$ cat config.mk
export PLATFORM = sky130hd
export DESIGN_NAME = move_scheduler
export DESIGN_NICKNAME = d
export VERILOG_FILES = /design/src/rtl/move_scheduler.sv
export SDC_FILE = /design/constraint.sdc
export NUM_CORES = 1
export LEC_CHECK = 0
export ABC_AREA = 1
export ABC_CLOCK_PERIOD_IN_PS = 5200
export CELL_PAD_IN_SITES_DETAIL_PLACEMENT = 1
export CELL_PAD_IN_SITES_GLOBAL_PLACEMENT = 1
export CORE_MARGIN = 2
export CORE_UTILIZATION = 35
export CTS_BUF_LIST = sky130_fd_sc_hd__clkbuf_8
export DETAILED_ROUTE_END_ITERATION = 10
export PLACE_DENSITY = 0.72
export SYNTH_ARGS = -nofsm -noshare
export SYNTH_HDL_FRONTEND = slang
export SYNTH_SLANG_ARGS = --single-unit
$ cat constraint.sdc
create_clock -name clock -period 5.2 [get_ports clock]
set_input_delay 1.04 -clock clock [delete_from_list [all_inputs] [get_ports clock]]
set_output_delay 1.04 -clock clock [all_outputs]
set_load 0.1 [all_outputs]
$ cat src/rtl/move_scheduler.sv
// move_scheduler: turns frame-paced gravity ticks and player key edges into a one-deep op/ack stream.
// Build macro MOVE_SCHEDULER_SOFT_DROP_EN adds soft drop (1-frame period while key_drop is held).
module move_scheduler #(
  parameter int unsigned BASE_PERIOD = 48,
  parameter int unsigned MIN_PERIOD  = 4,
  parameter int unsigned STEP        = 4,
  parameter int unsigned LEVEL_MAX   = 11
) (
  input  logic       clock,
  input  logic       reset,
  input  logic       vsync,
  input  logic       game_active,
  input  logic       key_left,
  input  logic       key_right,
  input  logic       key_rotate,
  input  logic       key_drop,
  input  logic [7:0] score,
  input  logic       op_ack,
  output logic [3:0] op,
  output logic       op_valid,
  output logic [3:0] level,
  output logic       tick_overrun
);
  localparam logic [3:0] OP_NONE   = 4'd0;
  localparam logic [3:0] OP_LEFT   = 4'd1;
  localparam logic [3:0] OP_RIGHT  = 4'd2;
  localparam logic [3:0] OP_ROTATE = 4'd3;
  localparam logic [3:0] OP_FALL   = 4'd5;

  localparam int unsigned P_MAX = (BASE_PERIOD > MIN_PERIOD) ? BASE_PERIOD : MIN_PERIOD;
  localparam int unsigned CNT_W = $clog2(P_MAX + 1);

  localparam int P_RIGHT = 0;
  localparam int P_LEFT  = 1;
  localparam int P_ROT   = 2;
  localparam int P_FALL  = 3;

  typedef enum logic [1:0] {IDLE = 2'd0, RUN = 2'd1, ISSUE = 2'd2} state_t;

  state_t           state_q, state_d;
  logic             vs_meta_q, vs_meta_d;
  logic             vs_sync_q, vs_sync_d;
  logic             vs_prev_q, vs_prev_d;
  logic [3:0]       level_q, level_d;
  logic [2:0]       keys_prev_q, keys_prev_d;
  logic [CNT_W-1:0] cnt_q, cnt_d;
  logic [3:0]       pend_q, pend_d;
  logic [3:0]       op_q, op_d;
  logic             op_valid_q, op_valid_d;
  logic             ovr_q, ovr_d;

  logic             frame_pulse;
  logic             tick;
  logic             drop_release;
  logic [7:0]       score_lvl;
  logic [3:0]       level_now;
  logic [2:0]       keys_now;
  logic [2:0]       key_rise;
  logic [31:0]      step_total;
  logic [31:0]      period;
  logic [31:0]      base_period_m1;
  logic [31:0]      period_m1;

  // Period derives from the registered level; clamping before the subtraction keeps it from wrapping.
  always_comb begin
    score_lvl  = score >> 3;
    level_now  = (32'(score_lvl) > LEVEL_MAX) ? 4'(LEVEL_MAX) : score_lvl[3:0];
    step_total = 32'(level_q) * STEP;
    if (step_total >= BASE_PERIOD) begin
      period = MIN_PERIOD;
    end else if (BASE_PERIOD - step_total > MIN_PERIOD) begin
      period = BASE_PERIOD - step_total;
    end else begin
      period = MIN_PERIOD;
    end
    base_period_m1 = (period == 32'd0) ? 32'd0 : period - 32'd1;
  end

`ifdef MOVE_SCHEDULER_SOFT_DROP_EN
  logic drop_prev_q, drop_prev_d;

  assign drop_prev_d  = key_drop;
  assign drop_release = drop_prev_q & ~key_drop;
  assign period_m1    = key_drop ? 32'd0 : base_period_m1;

  always_ff @(posedge clock or posedge reset) begin
    if (reset) drop_prev_q <= 1'b0;
    else       drop_prev_q <= drop_prev_d;
  end
`else
  logic unused_key_drop;

  assign unused_key_drop = key_drop;
  assign drop_release    = 1'b0;
  assign period_m1       = base_period_m1;
`endif

  always_comb begin
    vs_meta_d   = vsync;
    vs_sync_d   = vs_meta_q;
    vs_prev_d   = vs_sync_q;
    frame_pulse = vs_sync_q & ~vs_prev_q;

    keys_now    = {key_rotate, key_left, key_right};
    key_rise    = frame_pulse ? (keys_now & ~keys_prev_q) : 3'b000;
    keys_prev_d = frame_pulse ? keys_now : keys_prev_q;
    level_d     = frame_pulse ? level_now : level_q;

    // >= rather than == so a level-up that shortens the period cannot strand the counter past it
    tick = frame_pulse && (state_q != IDLE) && (32'(cnt_q) >= period_m1);

    state_d    = state_q;
    pend_d     = pend_q;
    op_d       = op_q;
    op_valid_d = op_valid_q;
    ovr_d      = ovr_q;
    cnt_d      = cnt_q;

    if (tick)             cnt_d = '0;
    else if (frame_pulse) cnt_d = cnt_q + CNT_W'(1);
    if (drop_release)     cnt_d = '0;

    case (state_q)
      IDLE: begin
        if (game_active) state_d = RUN;
      end
      RUN: begin
        if ((|pend_q) && !op_valid_q) begin
          state_d    = ISSUE;
          op_valid_d = 1'b1;
          if (pend_q[P_FALL]) begin
            op_d           = OP_FALL;
            pend_d[P_FALL] = 1'b0;
          end else if (pend_q[P_ROT]) begin
            op_d          = OP_ROTATE;
            pend_d[P_ROT] = 1'b0;
          end else if (pend_q[P_LEFT]) begin
            op_d           = OP_LEFT;
            pend_d[P_LEFT] = 1'b0;
          end else begin
            op_d            = OP_RIGHT;
            pend_d[P_RIGHT] = 1'b0;
          end
        end
      end
      ISSUE: begin
        if (op_ack && op_valid_q) begin
          state_d    = RUN;
          op_valid_d = 1'b0;
          op_d       = OP_NONE;
        end
      end
      default: state_d = IDLE;
    endcase

    // New events are applied after the grant so one arriving on the granted bit is not lost.
    if (tick) begin
      ovr_d          = ovr_q | pend_q[P_FALL];
      pend_d[P_FALL] = 1'b1;
    end
    if (key_rise[2])                 pend_d[P_ROT]   = 1'b1;
    if (key_rise[1] && !key_rise[0]) pend_d[P_LEFT]  = 1'b1;
    if (key_rise[0] && !key_rise[1]) pend_d[P_RIGHT] = 1'b1;

    if (!game_active || state_q == IDLE) begin
      if (!game_active) state_d = IDLE;
      cnt_d      = '0;
      pend_d     = '0;
      op_d       = OP_NONE;
      op_valid_d = 1'b0;
    end
  end

  always_ff @(posedge clock or posedge reset) begin
    if (reset) begin
      state_q     <= IDLE;
      vs_meta_q   <= 1'b0;
      vs_sync_q   <= 1'b0;
      vs_prev_q   <= 1'b0;
      level_q     <= '0;
      keys_prev_q <= '0;
      cnt_q       <= '0;
      pend_q      <= '0;
      op_q        <= OP_NONE;
      op_valid_q  <= 1'b0;
      ovr_q       <= 1'b0;
    end else begin
      state_q     <= state_d;
      vs_meta_q   <= vs_meta_d;
      vs_sync_q   <= vs_sync_d;
      vs_prev_q   <= vs_prev_d;
      level_q     <= level_d;
      keys_prev_q <= keys_prev_d;
      cnt_q       <= cnt_d;
      pend_q      <= pend_d;
      op_q        <= op_d;
      op_valid_q  <= op_valid_d;
      ovr_q       <= ovr_d;
    end
  end

  assign op           = op_q;
  assign op_valid     = op_valid_q;
  assign level        = level_q;
  assign tick_overrun = ovr_q;

endmodule

* Word level (Yosys, flattened, before mapping)
Cells that the tools add are included.
Word-level totals: register bits after elaboration 28, word-level logic and storage cells 101, output and inout bits 10, input port bits 17
Operators by class: magnitude comparators 4, mux-type cells 35, add/sub/neg operators 3, reduce and logical (&&, ||, !) cells 30, bitwise logic cells 5, eq/ne operators 10
Operator list (number):
- two-way mux 32 bit | 3
- >= comparator 6 x 32 -> 1 bit | 1
- > comparator 32 x 3 -> 1 bit, second input constant | 1
- logical NOT 32 bit | 1
- subtractor 32 x 1 -> 32 bit, second input constant | 1
- nonzero test 3 bit | 10
- two-way mux 4 bit | 7
- two-way mux 6 bit | 3
- inequality test 3 x 1 -> 1 bit, second input constant | 6
- two-way mux 2 bit | 8
- two-way mux 3 bit | 3
- two-way mux 1 bit | 8
- one-hot mux 4 bit (2 select lines) | 1
- subtractor 6 x 6 -> 7 bit, first input constant | 1
- adder 6 x 1 -> 6 bit, second input constant | 1
- >= comparator 6 bit, second input constant | 1
- logical AND 1 bit | 6
- inequality test 3 bit, second input constant | 2
- one-hot mux 2 bit (3 select lines) | 1
- AND reduction 3 bit | 2
- > comparator 5 x 4 -> 1 bit, second input constant | 1
- AND reduction 5 bit | 1
- logical NOT 1 bit | 4
- AND reduction 4 bit | 1
- other kinds (13) | 13

* Longest topological paths before layout
Gate-level depths: netlist of run 1.
depth after elaboration 10, depth in mapped cells 22, depth with buffers taken out 22

* Least setup slack after synthesis of run 1
No wires, ideal clock.
path kind reg-to-reg, from reg level_q[0], in the netlist level[0], to reg cnt_q[2], slack 1816 ps, period minus slack after synthesis 3384 ps, data arrival time 3319 ps, path buffers 0, setup time 65 ps, cell stages (with the launch flop) 21, required time 5135 ps, path through dfrtp_1 -> inv_1 -> ha_1 -> inv_1 -> nand2_1 -> nand3_2 -> nand2_1 -> inv_1 -> a21oi_4 -> ha_1 -> nand3_2 -> inv_1 -> or2_2 -> ha_1 -> a21oi_1 -> nand2_1 -> nand2_1 -> nand2_1 -> nand2_2 -> nand3_1 -> nand2_1
On the way: cells in the longest elaborated chain, start to end 10, elaborated cells on any way between the ends 13, those cells by class add/sub: 2; order compare: 3; mux: 5; reduce/logical: 3
RTL lines:
- from (decl) | line 44 | logic [3:0] level_q, level_d;
- from (signal assigned) | line 192 | level_q <= level_d;
- subtractor 6 x 6 -> 7 bit | line 71, 72
- > comparator 32 x 3 -> 1 bit | line 71 | end else if (BASE_PERIOD - step_total > MIN_PERIOD) begin
- two-way mux 32 bit | line 71
- two-way mux 32 bit * | line 69 | if (step_total >= BASE_PERIOD) begin
- subtractor 32 x 1 -> 32 bit or logical NOT 32 bit (tied branches) | line 76 | base_period_m1 = (period == 32'd0) ? 32'd0 : period - 32'd1;
- two-way mux 32 bit * | line 76
- >= comparator 6 x 32 -> 1 bit * | line 110 | tick = frame_pulse && (state_q != IDLE) && (32'(cnt_q) >= period_m1);
- logical AND 1 bit * | line 110
- two-way mux 6 bit | line 119 | if (tick) cnt_d = '0;
- two-way mux 6 bit | line 165 | if (!game_active || state_q == IDLE) begin
- to (signal assigned) | line 194 | cnt_q <= cnt_d;
- to (decl) | line 46 | logic [CNT_W-1:0] cnt_q, cnt_d;
Every way passes the cells marked *; elsewhere a longest branch is shown, timed or not. A chain may end at the register's enable or synchronous reset.

* Final worst setup path of run 1
from reg level_q[0], in the netlist level[0], to reg cnt_q[1]
Same word-level chain as after synthesis.

==> results_dict.tcl, run 1 <==
set metrics [dict create \
    crit_path_frequent_cell "nand2_1" \
    drc 0 \
    core_mm2 0.00444 \
    cp-endpoint "cnt_q[1]$_DFFE_PP0P_" \
    critPathSlowestCell "dfrtp_1" \
    ir_drop_v 0.0000968 \
    ant_nets 0 \
    clock-sinks 27 \
    worst-path-buf-inv 4 \
    start_util_pct 37.0 \
    final.min_clock_period_ns 3.02 \
    p_int_uw 322 \
    drt-initial-drc-count 52 \
    place_inst 277 \
    fin_crit_sh_pct 58.1 \
    rrSetupSlack_ns 2.18 \
    cts.root.buffer_cell "clkbuf_8" \
    path_clk_slew_ns 0.10 \
    post_cts_buffers 0 \
    ys_async_sr_fraction_pct 100 \
    seqPwrFrac_pct 45.8 \
    critPathKind "reg2reg" \
    clkLatencyLatePin_ns 0.28 \
    worstHoldStart "vs_meta_q$_DFF_PP0_" \
    reg2reg_to "cnt_q[1]$_DFFE_PP0P_" \
    crit_start "level[0]$_DFFE_PP0P_" \
    fin_nets 263 \
    status "finished, final reports clean" \
    diodes 0 \
    yosys_warnings 0 \
    vias 1353 \
    fin_cells 281 \
    die_h_um 72.6 \
    r2r_start "level[0]$_DFFE_PP0P_" \
    ctsResizeCount 0 \
    grt_pass1_wl_um 6210 \
    crit_arrival_ns 3.25 \
    holdBufCountCts 0 \
    crit_path_end_kind "flop" \
    tightest_slew_ns 1.03 \
    port_buffers 21 \
    leakagePower_uw 0.000993 \
    fillers 566 \
    p_per_area_mw_per_mm2 253 \
    p_sw_uw 176 \
    required_ns 5.42 \
    syn_inst 202 \
    hold_viol 0 \
    synth.distinct_cells 31 \
    antenna_found_initial 0 \
    critPathTopFamily "simple AND/OR/NAND/NOR gates" \
    die_w_um 72.6 \
    cpPeakStageDelay_ns 0.47 \
    num_rows 24 \
    startpoint_type "flop" \
    pin_count 27 \
    synthFlopType "dfrtp_1" \
    pwr-share-comb_pct 28.9 \
    drive_gt1_share_pct 8.30 \
    grt-ovfl-total 0 \
    min_path_type "reg2reg" \
    r2r.worst_path.cells 20 \
    relSlewSlack_pct 31.0 \
    clock.fmax_ghz 0.331 \
    place_congestion 0.710 \
    htreeDepth 1 \
    worst-path-stages 20 \
    grt_max_degree 28 \
    synth_area_mm2 0.00165 \
    layout_commonest_cell "nand2_1" \
    numCtsBuffers 3 \
    die-area_mm2 0.00527 \
    slew_violations 0 \
    synth_seq_cells 27 \
    cts_buffer_depth 2 \
    mostFrequentLayoutCells "nand2_1 (52), inv_1 (29), dfrtp_1 (27), clkdlybuf4s50_1 (21), ha_1 (16)" \
    grt_pass1_vias 1386 \
    wl_per_cell_um 12.5 \
    clkPwrFrac_pct 25.2 \
    p_sw_share_pct 35.3 \
    via_per_inst 4.81 \
    synth_seq_area_share_pct 41.1 \
    cts_tree "yes" \
    fin_skew_ns 0.00256 \
    drt-pass1-iter-count 4 \
    setup_tns_ns 0 \
    synth_edf_count 0 \
    drt-total-wl_um 3520 \
    grt_usage_pct 14.8 \
    syn_area_per_cell_um2 8.15 \
    dpl.hpwl_um 2800 \
    crit_chain "inv_1 -> ha_1 -> inv_1 -> nand2_1 -> nand3_2 -> nand2_1 -> inv_1 -> a21oi_4 -> ha_1 -> nand3_2 -> inv_1 -> or2_2 -> ha_1 -> a21oi_1 -> nand2_1 -> nand2_1 -> nand2_1 -> nand2_2 -> nand3_1 -> nand2_1" \
    cap_violations 0 \
    finalSetupViolations 0 \
    rsz0062_at_grt "no" \
    cp_max_fo 8 \
    area_growth_pct 19.5 \
]
metal layers:
layer  routed length, um  track usage [%]  vias up
met4                  35             3.70        0
li1                    -                -      690
met3                 104             2.08        5
met1                1760             20.4      639
met5                   0                0        -
met2                1620             24.6       19
power by group through the flow:
stage | registers [uW] | logic (uW) | clock network (uW)
final | 228 | 144 | 126
after global routing | 230 | 167 | 137
after CTS | 228 | 147 | 128
after detailed placement | 233 | 146 | 0
after global placement | 232 | 143 | 0
after floorplan | 258 | 81.6 | 0
how the worst min path moves through the flow:
stage	endpoint	slack [ns]	depth (start not counted)
floorplan	vs_prev_d$_DFF_PP0_	0.33	0
global placement	vs_prev_d$_DFF_PP0_	0.33	0
detailed placement	vs_prev_d$_DFF_PP0_	0.34	0
CTS	vs_prev_d$_DFF_PP0_	0.37	0
global route	vs_prev_d$_DFF_PP0_	0.38	0
finish	vs_prev_d$_DFF_PP0_	0.36	0
synth_stat cells (2+ instances only):
| master | count | share of area, % |
|---|---|---|
| a21oi_1 | 8 | 2.4 |
| a21oi_2 | 2 | 1.1 |
| conb_1 | 2 | 0.46 |
| dfrtp_1 | 27 | 41 |
| ha_1 | 16 | 12 |
| inv_1 | 29 | 6.6 |
| nand2_1 | 52 | 12 |
| nand2_2 | 2 | 0.76 |
| nand3_1 | 14 | 4.3 |
| nand3_2 | 2 | 1.2 |
| nand3b_1 | 2 | 0.91 |
| nor2_1 | 12 | 2.7 |
| nor2_2 | 3 | 1.1 |
| o21ai_0 | 9 | 2.7 |
| o21ai_1 | 2 | 0.61 |
| o22ai_1 | 3 | 1.1 |
| xnor2_1 | 2 | 1.1 |
| xor2_1 | 2 | 1.1 |
kinds of logic (layout without fill, tap and decap cells):
| kind of cell | count (synthesis) | in the layout | share of synthesized area (%) |
|---|---|---|---|
| compound gates | 28 | 28 | 10.6 |
| xor+xnor | 4 | 4 | 2.13 |
| fa+ha+maj | 16 | 16 | 12.2 |
| buf+inv | 32 | 55 | 7.98 |
| flops | 27 | 27 | 41.1 |
| other cells | 2 | 6 | 0.456 |
| simple gates | 93 | 93 | 25.6 |
flip-flops by register name (all words and copies together) (netlist names):
register / count
vs_prev_d: 1
pend_q: 4
vs_prev_q: 1
keys_prev_q: 3
op_valid: 1
vs_meta_q: 1
cnt_q: 6
state_q: 2
op: 3
level: 4
tick_overrun: 1
through the flow:
stage / power (uW) / instance area, um2 / hold WS, ns / setup slack, ns / utilization [%]
6_report: 498 / 1970 / 0.360 / 2.18 / 44.2
5_1_grt: 533 / 1970 / 0.376 / 1.83 / 44.2
4_1_cts: 503 / 1970 / 0.367 / 2.13 / 44.2
3_5_place_dp: 379 / 1920 / 0.343 / 2.15 / 43.1
3_3_place_gp: 375 / 1920 / 0.335 / 2.25 / 43.1
2_1_floorplan: 339 / 1660 / 0.331 / 1.82 / -
cell type report:
| cell class | instances | area [um2] | area share (%) |
|---|---|---|---|
| tap | 52 | 65.1 | 3.31 |
| clock inverter | 1 | 7.51 | 0.382 |
| timing repair buffer | 21 | 210 | 10.7 |
| multi-input combinational | 147 | 853 | 43.4 |
| sequential | 27 | 676 | 34.4 |
| clock buffer | 3 | 41.3 | 2.10 |
| inverter | 30 | 113 | 5.73 |
No activity file was read; power rests on OpenSTA's default activity.
==> run 2: changes to the inputs <==
ABC_CLOCK_PERIOD_IN_PS = 2800   (was 5200)
clock period = 2.8 ns   (was 5.2 ns; I/O delays follow)
==> run 2 against run 1 <==
Effect of this change: routed wire length up 5.4%; worst setup slack worse by 2.0 ns; via count up 2.9%; flip-flop and latch count unchanged; critical path depth down 4; die area unchanged; critical path type unchanged; largest power group unchanged.
==> results_dict.tcl, run 2 (synthesis results as in run 1) <==
set metrics [dict create \
    grt_pass1_wl_um 6470 \
    p_sw_uw 350 \
    layout_commonest_cell "nand2_1" \
    largest_register "cnt_q" \
    fin_crit_sh_pct 93.3 \
    crit_chain "buf_4 -> o21ai_2 -> nand2_1 -> nand2_2 -> inv_2 -> a21oi_4 -> ha_4 -> or2_4 -> ha_4 -> a21oi_1 -> nand2_1 -> nand2_1 -> nand2_2 -> nand2_4 -> nand3_2 -> nand2_2" \
    multi_input_area_um2 935 \
    p_per_area_mw_per_mm2 473 \
    holdBufCountCts 0 \
    grt_max_degree 18 \
    drt-pass1-iter-count 3 \
    hold_viol 0 \
    num_rows 24 \
    p_int_uw 655 \
    critPathSlowestCell "dfrtp_4" \
    port_buffers 21 \
    register_area_um2 686 \
    drive_gt1_share_pct 23.8 \
    crit_arrival_ns 2.83 \
    clock-sinks 27 \
    cts_buffer_depth 2 \
    largest_reg_flops 6 \
    numCtsBuffers 3 \
    cp_max_fo 8 \
    area_growth_pct 29.2 \
    fin_nets 274 \
    path_clk_slew_ns 0.09 \
    wl_per_cell_um 12.7 \
    drt-initial-drc-count 28 \
    tightest_slew_ns 0.648 \
    cts_tree "yes" \
    vias 1392 \
    startpoint_type "flop" \
    clkLatencyLatePin_ns 0.27 \
    critPathKind "reg2reg" \
    die_h_um 72.6 \
    min_path_type "reg2reg" \
    drt-total-wl_um 3710 \
    drc 0 \
    cts.root.buffer_cell "clkbuf_8" \
    fillers 525 \
    htreeDepth 1 \
    fin_skew_ns 0.00277 \
    seqPwrFrac_pct 42.4 \
    via_per_inst 4.77 \
    crit_path_end_kind "flop" \
    pin_count 27 \
    die_w_um 72.6 \
    final.min_clock_period_ns 2.61 \
    p_sw_share_pct 34.8 \
    grt_usage_pct 15.4 \
    cap_violations 0 \
    antenna_found_initial 0 \
    required_ns 3.02 \
    die-area_mm2 0.00527 \
    diodes 0 \
    grt_pass1_vias 1502 \
    finalSetupViolations 0 \
    start_util_pct 37.0 \
    final_util_pct 47.8 \
    status "finished, final reports clean" \
    cpPeakStageDelay_ns 0.51 \
    grt-ovfl-total 0 \
    relSlewSlack_pct 56.8 \
    ant_nets 0 \
    mostFrequentLayoutCells "nand2_1 (48), inv_1 (26), dfrtp_1 (23), buf_4 (19), ha_1 (13)" \
    p_total_uw 1010 \
    leakagePower_uw 0.00107 \
    pwr-share-comb_pct 35.3 \
    clock.fmax_ghz 0.383 \
    dpl.hpwl_um 2930 \
    slew_violations 0 \
    place_congestion 0.764 \
    core_mm2 0.00444 \
    clkPwrFrac_pct 22.4 \
    ir_drop_v 0.000277 \
]
[run 2: cell types whose count changed in the layout (fill, tap and decap cells not counted), moves of 2 or more]
cell             delta
buf_4              +19
clkdlybuf4s50_1     -9
dfrtp_1             -4
dfrtp_2             +2
dfrtp_4             +2
ha_1                -3
ha_4                +3
inv_1               -3
inv_4               +2
nand2_1             -4
nand2_2             +3
nand3_1             -3
nand3_2             +2
[run 2: timing repair]
item,4_1_cts,5_1_grt
pin swaps,0,14
endpoints found under the setup margin,6,8
buffers inserted,1,4
gates resized for setup,2,18
[run 2: routing by layer]
layer | vias up | wire (um) | global-route usage (%)
met5 | - | 0 | 0
met4 | 0 | 55 | 4.53
met3 | 6 | 122 | 3.19
met2 | 21 | 1790 | 27.1
met1 | 655 | 1740 | 19.1
li1 | 710 | - | -
[run 2: area by class of cell]
cell class	count	share of cell area (%)
tap	52	3.06
timing repair buffer	32	12.9
sequential	27	32.3
inverter	30	5.53
multi-input combinational	147	44.0
clock inverter	1	0.353
clock buffer	3	1.94
[run 2: worst paths after layout]
path                                       from                    endpoint  slack (ns)  depth (start not counted)
hold reg to reg             vs_meta_q$_DFF_PP0_         vs_prev_d$_DFF_PP0_        0.36                          0
setup reg to reg           level[1]$_DFFE_PP0P_        cnt_q[3]$_DFFE_PP0P_        0.19                         16
setup / recovery           level[1]$_DFFE_PP0P_        cnt_q[3]$_DFFE_PP0P_        0.19                         16
max in group asynchronous                 reset  keys_prev_q[0]$_DFFE_PP0P_        1.54                          3
hold / removal              vs_meta_q$_DFF_PP0_         vs_prev_d$_DFF_PP0_        0.36                          0
min in group asynchronous                 reset        cnt_q[0]$_DFFE_PP0P_        0.66                          2
[run 2: power by group through the flow]
stage / Sequential, uW / Clock [uW] / Combinational (uW)
after floorplan: 483 / 0 / 152
after global placement: 432 / 0 / 289
after detailed placement: 433 / 0 / 298
after CTS: 424 / 236 / 304
after global routing: 429 / 250 / 399
final: 426 / 225 / 355
[run 2: through the flow]
stage	TNS (ns)	cell area (um2)	hold WS (ns)	std cells	worst slack (ns)
floorplan	0	1670	0.331	206	0.00116
global placement	0	1950	0.333	283	0.0782
detailed placement	-0.0575	1950	0.338	283	-0.0223
CTS	0	2010	0.360	288	0.0219
global route	-0.155	2130	0.377	292	-0.0426
finish	0	2130	0.357	292	0.188
[run 2: worst max-delay path: cells and delay by family (launching register included)]
| kind | cells | cell delay (ns) |
|---|---|---|
| AND/OR/NAND/NOR | 9 | 0.91 |
| flip-flops | 1 | 0.51 |
| adder cells (fa/ha/maj) | 2 | 0.46 |
| AO/OA/AOI/OAI | 3 | 0.45 |
| buffers and inverters | 2 | 0.21 |
==> run 3: changes to the inputs <==
==> constraint.sdc (replaced) <==
create_clock -name clock -period 2.8 [get_ports clock]
set_input_delay 0.7 -clock clock [delete_from_list [all_inputs] [get_ports clock]]
set_output_delay 0.7 -clock clock [all_outputs]
set_load 0.1 [all_outputs]
==> run 3 against run 2 <==
Effect of this change: fmax is 0.90% lower; clock power rose by 2%; routed wire length up 0.32%; cell count shrank 1.4%; first-iteration DRC count up 79%; worst setup slack lost 0.024 ns; final area fell by 1.8%; count of clock-buffer cells in the layout did not move; global-route usage down 0.47 points; non-clock buffer count down 4; critical path type unchanged.
==> results_dict.tcl, run 3 (synthesis results as in run 1) <==
set metrics [dict create \
    start_util_pct 37.0 \
    antenna_found_initial 0 \
    diodes 0 \
    grt_pass1_vias 1343 \
    ir_drop_v 0.000346 \
    drt-pass1-iter-count 2 \
    leakagePower_uw 0.00105 \
    p_per_area_mw_per_mm2 469 \
    wl_per_cell_um 12.9 \
    die-area_mm2 0.00527 \
    drive_gt1_share_pct 22.5 \
    hold_viol 0 \
    die_w_um 72.6 \
    drc 0 \
    relSlewSlack_pct 52.5 \
    grt_pass1_wl_um 6310 \
    clock-sinks 27 \
    tightest_slew_ns 0.712 \
    fillers 536 \
    fin_skew_ns 0.0140 \
    slew_violations 0 \
    die_h_um 72.6 \
    mostFrequentLayoutCells "nand2_1 (50), inv_1 (26), dfrtp_1 (23), buf_4 (16), ha_1 (13)" \
    clkLatencyLatePin_ns 0.28 \
    fin_nets 270 \
    cts_buffer_depth 2 \
    numCtsBuffers 3 \
    path_clk_slew_ns 0.10 \
    drt-initial-drc-count 50 \
    htreeDepth 1 \
    fin_crit_sh_pct 94.1 \
    largest_reg_flops 6 \
    hold_path_end "vs_prev_d$_DFF_PP0_" \
    cts_tree "yes" \
    place_congestion 0.763 \
    final.min_clock_period_ns 2.64 \
    dpl.hpwl_um 2810 \
    crit_arrival_ns 2.80 \
    rrSetupSlack_ns 0.16 \
    critPathKind "reg2reg" \
    reg2reg_to "cnt_q[1]$_DFFE_PP0P_" \
    holdBufCountCts 0 \
    grt_usage_pct 15.0 \
    vias 1343 \
    finalSetupViolations 0 \
    grt-ovfl-total 0 \
    required_ns 2.97 \
    core_mm2 0.00444 \
    crit_path_end_kind "flop" \
    hold_depth 0 \
    whs_ns 0.359 \
    worstHoldStart "vs_meta_q$_DFF_PP0_" \
    startpoint_type "flop" \
    layout_commonest_cell "nand2_1" \
    pin_count 27 \
    grt_max_degree 20 \
    largest_register "cnt_q" \
    min_path_type "reg2reg" \
    setup_tns_ns 0 \
    r2r_start "level[1]$_DFFE_PP0P_" \
    num_rows 24 \
    cts.root.buffer_cell "clkbuf_8" \
    ant_nets 0 \
    drt-total-wl_um 3720 \
    cp_max_fo 8 \
    clock.fmax_ghz 0.379 \
    port_buffers 21 \
    status "finished, final reports clean" \
    cap_violations 0 \
    via_per_inst 4.66 \
    r2r.worst_path.cells 20 \
    area_growth_pct 26.8 \
]
[run 3: cell types whose count changed in the layout (fill, tap and decap cells not counted), sizes merged]
cell / before / now
buf: 20 / 16
[run 3: worst max path at each step]
stage	slack, ns	start	cells past startpoint	to
3_3_place_gp	0.1	level[1]$_DFFE_PP0P_	18	cnt_q[2]$_DFFE_PP0P_
2_1_floorplan	0.001	level[0]$_DFFE_PP0P_	20	cnt_q[2]$_DFFE_PP0P_
6_report	0.16	level[1]$_DFFE_PP0P_	20	cnt_q[1]$_DFFE_PP0P_
5_1_grt	-0.04	level[1]$_DFFE_PP0P_	20	cnt_q[5]$_DFFE_PP0P_
3_5_place_dp	0.04	level[1]$_DFFE_PP0P_	18	cnt_q[3]$_DFFE_PP0P_
4_1_cts	0.03	level[1]$_DFFE_PP0P_	18	cnt_q[3]$_DFFE_PP0P_
[run 3: per-stage QoR]
stage               std cells  instance area [um2]  util, %  total power (uW)  worst slack [ns]
CTS                       287                 2000     45.1               954            0.0305
detailed placement        283                 1950     43.9               722            0.0395
finish                    288                 2090     47.0               978             0.164
floorplan                 206                 1670        -               635           0.00116
global placement          283                 1950     43.9               715            0.0956
global route              288                 2090     47.0              1050           -0.0368
[run 3: what timing repair did]
item,CTS,global route
endpoints found under the setup margin,2,8
pin swaps,0,6
resized for setup,1,15
buffers inserted,0,1
[run 3: routing by layer]
layer | vias to the layer above | GRT usage [%] | part of all wire (%) | wire [um]
li1 | 702 | - | - | -
met1 | 620 | 21.0 | 49 | 1820
met2 | 19 | 24.2 | 47 | 1770
met3 | 2 | 3.47 | 3.2 | 118
met4 | 0 | 1.85 | 0.40 | 15
met5 | - | 0 | 0 | 0
[run 3: critical path, stage by stage (launching register included)]
cell     delay, ns
dfrtp_4       0.51
inv_4         0.08
ha_4          0.13
inv_1         0.04
nand2_1       0.07
nand3_2       0.10
nand2_2       0.07
inv_2         0.05
a21oi_4       0.17
ha_4          0.22
or2_4         0.25
ha_4          0.26
nand2_1       0.05
inv_1         0.05
nand2_1       0.04
nand2_1       0.06
nand2_1       0.06
nand2_2       0.07
nand2_4       0.11
nand3_1       0.10
nand2_1       0.05
[run 3: final cells by class]
class | instances | area (um2) | share of cell area (%)
flip-flops and latches | 27 | 686 | 32.9
multi-input cells | 147 | 932 | 44.7
well taps | 52 | 65.1 | 3.12
inverters | 30 | 115 | 5.52
repair buffers | 28 | 240 | 11.5
clock buffers | 3 | 41.3 | 1.98
clock inverters | 1 | 7.51 | 0.360
[run 3: report_power, final]
part | leakage, uW | switching [uW] | internal, uW
registers | 0.000350 | 15.7 | 410
clock network | 0.0000217 | 128 | 101
logic | 0.000677 | 202 | 122
total | 0.00105 | 345 | 633
